File: src/rtl/serial_cmp_pkg.sv
// Shared types and sizing helpers for the bit-serial comparator family.
package serial_cmp_pkg;

  typedef enum logic [1:0] {
    IDLE  = 2'd0,
    SHIFT = 2'd1,
    DONE  = 2'd2
  } state_e;

  // Bits needed to count 0..w inclusive.
  function automatic int cnt_width(input int w);
    return $clog2(w + 1);
  endfunction

endpackage

File: src/rtl/serial_cmp_cell.sv
// Combinational next-state for the serial signed greater-than (and optional equality).
// Optional equality tracking is enabled by the SERIAL_SGT4_EQ_EN macro.
module serial_cmp_cell (
  input  logic a,
  input  logic b,
  input  logic is_sign,
  input  logic gt_in,
  output logic gt_next
`ifdef SERIAL_SGT4_EQ_EN
  ,
  input  logic eq_in,
  output logic eq_next
`endif
);

  logic same_s;

  assign same_s = ~(a ^ b);

  // On the sign bit a set bit means "more negative", so the win condition flips.
  assign gt_next = is_sign ? ((~a & b) | (same_s & gt_in))
                           : ((a & ~b) | (same_s & gt_in));

`ifdef SERIAL_SGT4_EQ_EN
  assign eq_next = eq_in & same_s;
`endif

endmodule

File: src/rtl/serial_sgt4.sv
// Bit-serial signed A > B over WIDTH LSB-first bit pairs with a valid/ready result.
// Define SERIAL_SGT4_EQ_EN to add the EQ output and its tracking register.
module serial_sgt4
  import serial_cmp_pkg::*;
#(
  parameter int WIDTH = 4
) (
  input  logic CLK,
  input  logic RESETN,
  input  logic IVALID,
  output logic IREADY,
  input  logic I0,
  input  logic I1,
  output logic OVALID,
  input  logic OREADY,
  output logic O
`ifdef SERIAL_SGT4_EQ_EN
  ,
  output logic EQ
`endif
);

  localparam int CNT_W = cnt_width(WIDTH);
  localparam logic [CNT_W-1:0] LAST_IDX = CNT_W'(WIDTH - 1);
  localparam logic [CNT_W-1:0] FULL_CNT = CNT_W'(WIDTH);

  state_e           state_r, state_s;
  logic [CNT_W-1:0] cnt_r, cnt_s;
  logic             gt_r, gt_s;
  logic             o_r, o_s;
  logic             ovalid_r, ovalid_s;
  logic             iready_r, iready_s;
  logic             xfer_s;
  logic             is_sign_s;
  logic             gt_in_s;
  logic             cell_gt_s;
`ifdef SERIAL_SGT4_EQ_EN
  logic             eq_r, eq_s;
  logic             eq_out_r, eq_out_s;
  logic             eq_in_s;
  logic             cell_eq_s;
`endif

  assign xfer_s = IVALID & iready_r;

  serial_cmp_cell u_cell (
    .a       (I0),
    .b       (I1),
    .is_sign (is_sign_s),
    .gt_in   (gt_in_s),
    .gt_next (cell_gt_s)
`ifdef SERIAL_SGT4_EQ_EN
    ,
    .eq_in   (eq_in_s),
    .eq_next (cell_eq_s)
`endif
  );

  // Next-state, counter and result capture.
  always_comb begin
    state_s   = state_r;
    cnt_s     = cnt_r;
    gt_s      = gt_r;
    o_s       = o_r;
    is_sign_s = 1'b0;
    gt_in_s   = gt_r;
`ifdef SERIAL_SGT4_EQ_EN
    eq_s      = eq_r;
    eq_out_s  = eq_out_r;
    eq_in_s   = eq_r;
`endif
    case (state_r)
      IDLE: begin
        // Bit 0 starts from a clean comparison regardless of leftover state.
        gt_in_s = 1'b0;
`ifdef SERIAL_SGT4_EQ_EN
        eq_in_s = 1'b1;
`endif
        if (xfer_s) begin
          gt_s    = cell_gt_s;
          cnt_s   = {{(CNT_W-1){1'b0}}, 1'b1};
          state_s = SHIFT;
`ifdef SERIAL_SGT4_EQ_EN
          eq_s    = cell_eq_s;
`endif
        end else begin
          state_s = IDLE;
        end
      end
      SHIFT: begin
        is_sign_s = (cnt_r == LAST_IDX);
        if (xfer_s) begin
          gt_s = cell_gt_s;
`ifdef SERIAL_SGT4_EQ_EN
          eq_s = cell_eq_s;
`endif
          if (is_sign_s) begin
            o_s     = cell_gt_s;
            cnt_s   = FULL_CNT;
            state_s = DONE;
`ifdef SERIAL_SGT4_EQ_EN
            eq_out_s = cell_eq_s;
`endif
          end else begin
            cnt_s = cnt_r + {{(CNT_W-1){1'b0}}, 1'b1};
          end
        end else begin
          state_s = SHIFT;
        end
      end
      DONE: begin
        if (OREADY) begin
          state_s = IDLE;
          cnt_s   = {CNT_W{1'b0}};
          gt_s    = 1'b0;
        end else begin
          state_s = DONE;
        end
      end
      default: begin
        state_s = IDLE;
        cnt_s   = {CNT_W{1'b0}};
        gt_s    = 1'b0;
      end
    endcase
    ovalid_s = (state_s == DONE);
    iready_s = (state_s != DONE);
  end

  // State and output registers; reset discards any partial or pending result.
  always_ff @(posedge CLK or negedge RESETN) begin
    if (!RESETN) begin
      state_r  <= IDLE;
      cnt_r    <= {CNT_W{1'b0}};
      gt_r     <= 1'b0;
      o_r      <= 1'b0;
      ovalid_r <= 1'b0;
      iready_r <= 1'b0;
`ifdef SERIAL_SGT4_EQ_EN
      eq_r     <= 1'b0;
      eq_out_r <= 1'b0;
`endif
    end else begin
      state_r  <= state_s;
      cnt_r    <= cnt_s;
      gt_r     <= gt_s;
      o_r      <= o_s;
      ovalid_r <= ovalid_s;
      iready_r <= iready_s;
`ifdef SERIAL_SGT4_EQ_EN
      eq_r     <= eq_s;
      eq_out_r <= eq_out_s;
`endif
    end
  end

  assign OVALID = ovalid_r;
  assign IREADY = iready_r;
  assign O      = o_r;
`ifdef SERIAL_SGT4_EQ_EN
  assign EQ     = eq_out_r;
`endif

endmodule

File: config.mk
export PLATFORM = sky130hd
export DESIGN_NAME = serial_sgt4
export DESIGN_NICKNAME = d
export VERILOG_FILES = /design/src/rtl/serial_cmp_pkg.sv /design/src/rtl/serial_cmp_cell.sv /design/src/rtl/serial_sgt4.sv
export SDC_FILE = /design/constraint.sdc
export NUM_CORES = 1
export LEC_CHECK = 0
export ABC_CLOCK_PERIOD_IN_PS = 4000
export CORE_MARGIN = 2
export CORE_UTILIZATION = 30
export DETAILED_ROUTE_END_ITERATION = 8
export MAX_ROUTING_LAYER = met4
export PLACE_DENSITY = 0.47
export SYNTH_ARGS = -nofsm -noshare
export SYNTH_HDL_FRONTEND = slang
export SYNTH_SLANG_ARGS = --single-unit
File: constraint.sdc
create_clock -name CLK -period 4 [get_ports CLK]
set_clock_uncertainty 0.05 [all_clocks]
set_input_delay 0.6 -clock CLK [delete_from_list [all_inputs] [get_ports CLK]]
set_output_delay 0.6 -clock CLK [all_outputs]
set_load 0.02 [all_outputs]
== After elaboration in Yosys (flattened, before gate mapping) ==
Cells that the tools add are included.

* Input bits: 6
* Word-level logic and storage cells: 47
* Bits in latches: 0
* Bits in writable memories: 0
* ROM bits: 0
* Output and inout port bits: 3
* Flip-flop bits (word level): 9
* Memories kept: 0

* Bitwise operators: 10
* Multipliers: 0
* Equal/unequal tests: 9
* Divide/modulo/power cells: 0
* Mux-type cells: 16
* Add/sub/neg operators: 1
* Reductions and logical operators: 5
* Shifts and indexed selects: 0
* Order comparisons: 0

{| class="wikitable"
|+ Operators by type and width
! kind !! number
|-
| $mux 3 || 4
|-
| $pmux 3 s3 || 1
|-
| $ne 2x2->1 const B || 4
|-
| $mux 1 || 6
|-
| $mux 2 || 3
|-
| $pmux 2 s3 || 1
|-
| $reduce_and 3->1 || 2
|-
| $and 1x1->1 || 4
|-
| $eq 2x2->1 const B || 2
|-
| $add 3x1->3 const B || 1
|-
| $eq 3x2->1 const B || 1
|-
| $not 1->1 || 3
|-
| $eq 2x1->1 const B || 1
|-
| $logic_not 2->1 || 1
|-
| $ne 2x1->1 const B || 1
|-
| $or 1x1->1 || 2
|-
| $pmux 1 s2 || 1
|-
| $reduce_and 2->1 || 1
|-
| $reduce_or 2->1 || 1
|-
| $xor 1x1->1 || 1
|}

== Logic depth before layout (Yosys ltp) ==
Gate-level depths: netlist of run 1.

* Depth after elaboration: 7
* Depth in mapped cells: 5

== By module ==
From an unflattened synthesis of run 1, not the netlist that was laid out.

* Cell total of the unflattened synthesis: 45
* Area, all modules: 504.2 µm²

{| class="wikitable"
|+ By module, submodules not included
! module !! cells each !! times used !! area each (µm²)
|-
| serial_sgt4 || 39 || 1 || 455.4
|-
| serial_cmp_cell || 6 || 1 || 48.8
|}

== Least setup slack after synthesis of run 1 ==
Ideal clock, no wire load.

* Path type: in2reg
* Start: input port I0
* End: register o_r, in the netlist O
* Stages: 5
* Slack: 2.552 ns
* Buffers on the path: 0
* Arrival: 1.271 ns
* Required time: 3.823 ns
* Path through: inv_1 ha_1 and2_1 o2111ai_1 o21ai_1

* Word-level cells in the longest chain between the ends: 5
* Elaborated cells between the ends (all ways): 9

{| class="wikitable"
|+ Ends and longest elaborated chain
! element !! line !! RTL
|-
| start: declaration || serial_sgt4.sv:12 || <nowiki>input logic I0,</nowiki>
|-
| $xor 1x1->1 || serial_cmp_cell.sv:18 || <nowiki>assign same_s = ~(a ^ b);</nowiki>
|-
| $not 1->1 || serial_cmp_cell.sv:18 ||
|-
| $and 1x1->1 || serial_cmp_cell.sv:21, serial_cmp_cell.sv:22 ||
|-
| $or 1x1->1, on equally long branches || serial_cmp_cell.sv:22, serial_cmp_cell.sv:21 ||
|-
| $mux 1 (*) || serial_cmp_cell.sv:21 || <nowiki>assign gt_next = is_sign ? ((~a & b) | (same_s & gt_in))</nowiki>
|-
| end signal: assignment || serial_sgt4.sv:147 || <nowiki>o_r <= o_s;</nowiki>
|-
| end: declaration || serial_sgt4.sv:30 || <nowiki>logic o_r, o_s;</nowiki>
|}

Every way passes the cells marked *; elsewhere a longest branch is shown, timed or not.
A chain may end at the register's enable or synchronous reset.

== Worst setup path in the final report of run 1 ==
* Start: register iready_r, in the netlist IREADY
* End: output port IREADY

{| class="wikitable"
|+ RTL lines
! element !! line !! RTL
|-
| start: declaration || serial_sgt4.sv:32 || <nowiki>logic iready_r, iready_s;</nowiki>
|-
| start signal: assignment || serial_sgt4.sv:149 || <nowiki>iready_r <= iready_s;</nowiki>
|-
| end: declaration || serial_sgt4.sv:11 || <nowiki>output logic IREADY,</nowiki>
|}

No word-level cell between the ends.

==> impl_metrics.ini, run 1 <==
[floorplanning]
rows = 15
fp.dieH_um = 46.2
area_of_the_core_sq_um = 1710
dieArea_sq_um = 2130
io_pins = 9
start_util = 0.313
floorplan.die.width_um = 46.2

[final_layout]
fill_cells = 173
insertedDiodeCount = 0
growth_of_design_area_from_synthesis_to_finish_pct = 23.7
post-route-util = 0.387
most-common-layout-cells = dfrtp_1 (9), clkdlybuf4s50_1 (8), inv_1 (5), nand2_1 (5), ha_1 (5)
layout-drive-gt1-share = 0.111
fin_nets = 75
most_frequent_standard_cell_in_the_layout_excluding_fill_and_tap_cells = dfrtp_1

[timing]
timing.slew.headroom = 0.718
setup_viol_count_final = 0
worstMarginPinSlew_ps = 421
timing.fmax_mhz = 506
tns_ps = 0
min_period_ps = 1980
post-route-period-util = 0.494
fin_ws_ps = 2020
drv_slew = 0
grt_setup_unrepaired = no
timing_hold_violations_final = 0

[setup_path]
data_arrival_at_the_endpoint_of_the_critical_path_ps = 1330
crit_path_top_delay_cell = clkdlybuf4s50_1
path_max_fanout = 5
cp.required_ps = 3350
r2r-end = cnt_r[1]
ff2ff_setup_slack_ps = 2570
timing.critical_path.from_type = flop
crit_path_max_incr_delay_ps = 640
crit_buf_inv = 1
crit_path_cell_trace = clkdlybuf4s50_1
r2r_cells = 5
critical_path.top_delay_family = buffers and inverters
timing.critical_path.to_type = primary output
worstSetupPathType = reg2out
rr_startpoint = cnt_r[0]

[global_routing]
first_global_vias = 396
grt_overflow = 0
grtUsageTotal = 0.124
antenna_violations_before_repair = 0
grt_pass1_wl_um = 1750
grt_start_max_net_pins = 10

[yosys]
yosys.area_share.simple = 0.183
synth_async_sr_flop_share = 1.00
synth-compound-area-share = 0.166
synth_cells = 52
synth.ff_latch_count = 9
synthesis.area_per_instance_sq_um = 10.3
yosys_warn_count = 0
synth_top_family_by_area = simple AND/OR/NAND/NOR gates
synth-edff-count = 0
synth-seq-area-share = 0.422
mappedNetlistNets = 63
synth_adder_area_share = 0.117
ys_dominant_reg_cell = dfrtp_1
netlist_area_sq_um = 534
post_synth_mux_area_share = 0.0562
synth_xor_area_frac = 0
ys_types = 24

[drt]
drtIter0Drc = 7
drt_pre_antenna_iters = 3
routed-via-count = 398
ant_nets = 0
totalWireLength_um = 1020
avgViaCountPerCell = 4.52
drc = 0
drt-wirelength-per-cell_um = 11.6

[clock_network]
clkLatencyLatePin_ps = 260
cts_buffers = 3
clock-sinks = 9
max-clock-path-buffers = 2
cts-hold-fix-buffers = 0
clkTransAtPathRegs_ps = 60
post-cts-setup-buffers = 0
cts_tree = yes
cts_repair_resize_count = 0
cts.root.buffer_cell = clkbuf_4
cts_max_level = 1

[power]
vdd.ir_drop.worst_mv = 0.193
p_leak_nw = 0.313
power.density_nw_per_um2 = 551
p_total_w = 0.000364

[run]
drv_cap = 0

[run_status]
status = finished clean

[worst_hold_path]
hold_crit_start = cnt_r[2]
hold-path-endpoint = cnt_r[2]
hold_path_depth = 2
hp-class = reg2reg

[placement]
gp_congestion = 0.743
dp_worst_setup_slack_ps = 2010
post-dp-hpwl_um = 744
numPortBuffers = 8
power breakdown:
part,switching [W],internal (W),total (W),leakage (nW)
sequential,0.0000333,0.000121,0.000154,0.108
combinational,0.0000642,0.0000741,0.000138,0.191
clock,0.0000331,0.0000385,0.0000716,0.0150
total,0.000131,0.000234,0.000364,0.313
worst max path at each step:
| stage | startpoint | endpoint | slack [ps] | depth (start not counted) |
|---|---|---|---|---|
| floorplan | I0 | O | 2550 | 5 |
| global placement | I0 | O | 2020 | 6 |
| detailed placement | I0 | O | 2010 | 6 |
| CTS | IREADY | IREADY | 2010 | 1 |
| global route | IREADY | IREADY | 1980 | 1 |
| finish | IREADY | IREADY | 2020 | 1 |
logic make-up after synthesis:
kind of cell	count (synthesis)
compound gates	13
fa+ha+maj	5
buf+inv	6
flops	9
mux	3
simple gates	16
worst min-delay path: stages (launching register included):
cell and delay (ps):
dfrtp_1 360, nand2_1 50, o21ai_0 60
stage by stage:
stage               cell area (sq um)  hold WS, ps  instances
finish                            661          461         88
global route                      661          482         88
CTS                               661          461         88
detailed placement                634          446         84
global placement                  634          449         84
floorplan                         534          254         52
flip-flops by register name, indices dropped and copies added, names as in the netlist:
register,count
IREADY,1
OVALID,1
gt_r,1
state_r,2
cnt_r,3
O,1
per-layer routing:
layer / vias up / GRT usage / share of wire
li1: 204 / - / -
met2: 7 / 0.153 / 0.43
met1: 185 / 0.168 / 0.51
met5: - / - / 0
met4: 0 / 0.103 / 0.0098
met3: 2 / 0.0235 / 0.051
cells in the mapped netlist (2+ instances only):
| cell type | count | area [sq um] |
|---|---|---|
| nand2_1 | 5 | 18.8 |
| o21ai_1 | 2 | 10.0 |
| a21oi_1 | 2 | 10.0 |
| dfrtp_1 | 9 | 225 |
| inv_1 | 5 | 18.8 |
| mux2i_1 | 3 | 30.0 |
| nor2_1 | 3 | 11.3 |
| ha_1 | 5 | 62.6 |
| a2bb2oi_1 | 3 | 26.3 |
layout make-up:
cell class	instances	area, sq um	area share
tap	25	31.3	0.0473
sequential	9	225	0.341
multi-input combinational	37	279	0.422
inverter	5	18.8	0.0284
timing repair buffer	8	80.1	0.121
clock buffer	4	26.3	0.0398
(Power assumes the default switching activity.)
==> run 2: changes to the inputs <==
- ABC_CLOCK_PERIOD_IN_PS: 4000 -> 2000
- clock period: 4 -> 2 ns (I/O delays scaled with it)
==> run 2 against run 1 <==
Clock-buffer cell count unchanged. Routed wire length increased by 4.5%. Design area unchanged. Clock power increased by 93%. Power increased by 100%. Final cell count unchanged. Worst setup slack got worse by 1700 ps. Critical path type unchanged.
==> impl_metrics.ini, run 2 (synthesis results as in run 1) <==
[clock_network]
cts_tree = yes
cts-hold-fix-buffers = 0
clock-sinks = 9
clkLatencyLatePin_ps = 260
cts.root.buffer_cell = clkbuf_4
post-cts-setup-buffers = 0
cts_repair_resize_count = 0
cts_buffers = 3
max-clock-path-buffers = 2
cts_max_level = 1
clkTransAtPathRegs_ps = 60

[drt]
drtIter0Drc = 3
met2RoutedLength_um = 478
drt_pre_antenna_iters = 3
avgViaCountPerCell = 4.61
total_routed_wire_length_on_the_met1_layer_um = 516
ant_nets = 0
wl_met3_um = 54
drc = 0
drt-wirelength-per-cell_um = 12.1
highest_layer = met4
totalWireLength_um = 1070
routed-via-count = 406

[timing]
setup_viol_count_final = 0
timing.slew.headroom = 0.714
post-route-period-util = 0.829
min_period_ps = 1660
grt_setup_unrepaired = no
timing_hold_violations_final = 0
drv_slew = 0
timing.fmax_mhz = 603
worstMarginPinSlew_ps = 428
tns_ps = 0

[global_routing]
grt_overflow = 0
grt_pass1_wl_um = 1790
antenna_violations_before_repair = 0
grtUsageTotal = 0.126
first_global_vias = 393
grt_start_max_net_pins = 10

[power]
power.density_nw_per_um2 = 1100
switching_power_total_w = 0.000262
vdd.ir_drop.worst_mv = 0.525
p_int_w = 0.000468
seq_power_share = 0.425
clkPwrFrac = 0.190
share_comb_of_total_power = 0.385
p_leak_nw = 0.313
switching_share = 0.359

[final_layout]
multi_input_area_sq_um = 279
stdcell_count = 88
layout-drive-gt1-share = 0.111
most_frequent_standard_cell_in_the_layout_excluding_fill_and_tap_cells = dfrtp_1
sequential_cell_area_sq_um = 225
reg_top3 = cnt_r (3), state_r (2)
growth_of_design_area_from_synthesis_to_finish_pct = 23.7
registers.top_by_ff_count = cnt_r
fill_cells = 174
insertedDiodeCount = 0
largest_register_ffs = 3
fin_nets = 75
most-common-layout-cells = dfrtp_1 (9), clkdlybuf4s50_1 (8), inv_1 (5), nand2_1 (5), ha_1 (5)

[floorplanning]
fp.dieH_um = 46.2
rows = 15
io_pins = 9
area_of_the_core_sq_um = 1710
floorplan.die.width_um = 46.2
dieArea_sq_um = 2130
start_util = 0.313

[setup_path]
cp.required_ps = 1650
path_max_fanout = 5
r2r_cells = 5
data_arrival_at_the_endpoint_of_the_critical_path_ps = 1310
crit_path_max_incr_delay_ps = 630
worstSetupPathType = reg2out
crit_path_cell_trace = clkdlybuf4s50_1
rr_startpoint = cnt_r[0]
r2r-end = gt_r
timing.critical_path.to_type = primary output
critical_path.top_delay_family = buffers and inverters
timing.critical_path.from_type = flop
crit_buf_inv = 1
crit_path_top_delay_cell = clkdlybuf4s50_1
ff2ff_setup_slack_ps = 550

[placement]
post-place-cells = 84
post-dp-hpwl_um = 796
numPortBuffers = 8
gp_congestion = 0.743

[worst_hold_path]
hp-class = in2async

[run_status]
status = finished clean

[run]
drv_cap = 0
==> run 2: cell counts in the layout (fill, tap and decap cells not counted) <==
Identical to the previous run, type by type.
==> run 2: layout make-up <==
| cell class | count | share of cell area |
|---|---|---|
| Tap cell | 25 | 0.0473 |
| Sequential cell | 9 | 0.341 |
| Inverter | 5 | 0.0284 |
| Timing Repair Buffer | 8 | 0.121 |
| Multi-Input combinational cell | 37 | 0.422 |
| Clock buffer | 4 | 0.0398 |
==> run 2: metal layers <==
metal | vias up | GRT usage
li1 | 203 | -
met1 | 190 | 0.159
met2 | 9 | 0.181
met3 | 4 | 0.0353
met4 | 0 | 0.0686
met5 | - | -
==> run 2: how the worst max path moves through the flow <==
stage	cells after the start	endpoint	start	slack, ps
floorplan	5	gt_r	cnt_r[0]	660
global placement	6	O	I0	300
detailed placement	6	O	I0	290
CTS	1	IREADY	IREADY	330
global route	1	IREADY	IREADY	270
finish	1	IREADY	IREADY	340
==> run 2: through the flow <==
| stage | utilization | power, W | area, sq um | hold slack (ps) | setup slack [ps] |
|---|---|---|---|---|---|
| 3_3_place_gp | 0.371 | 0.000591 | 634 | 448 | 296 |
| 4_1_cts | 0.387 | 0.000739 | 661 | 306 | 328 |
| 3_5_place_dp | 0.371 | 0.000594 | 634 | 453 | 291 |
| 2_1_floorplan | - | 0.000518 | 534 | -45.6 | 665 |
| 6_report | 0.387 | 0.000729 | 661 | 297 | 342 |
| 5_1_grt | 0.387 | 0.000803 | 661 | 331 | 273 |
==> run 2: power groups by stage <==
| stage | logic, W | registers [W] | clock network (W) |
|---|---|---|---|
| after floorplan | 0.000216 | 0.000302 | 0 |
| after global placement | 0.000278 | 0.000313 | 0 |
| after detailed placement | 0.000280 | 0.000314 | 0 |
| after CTS | 0.000285 | 0.000311 | 0.000143 |
| after global routing | 0.000322 | 0.000323 | 0.000157 |
| final | 0.000281 | 0.000310 | 0.000138 |
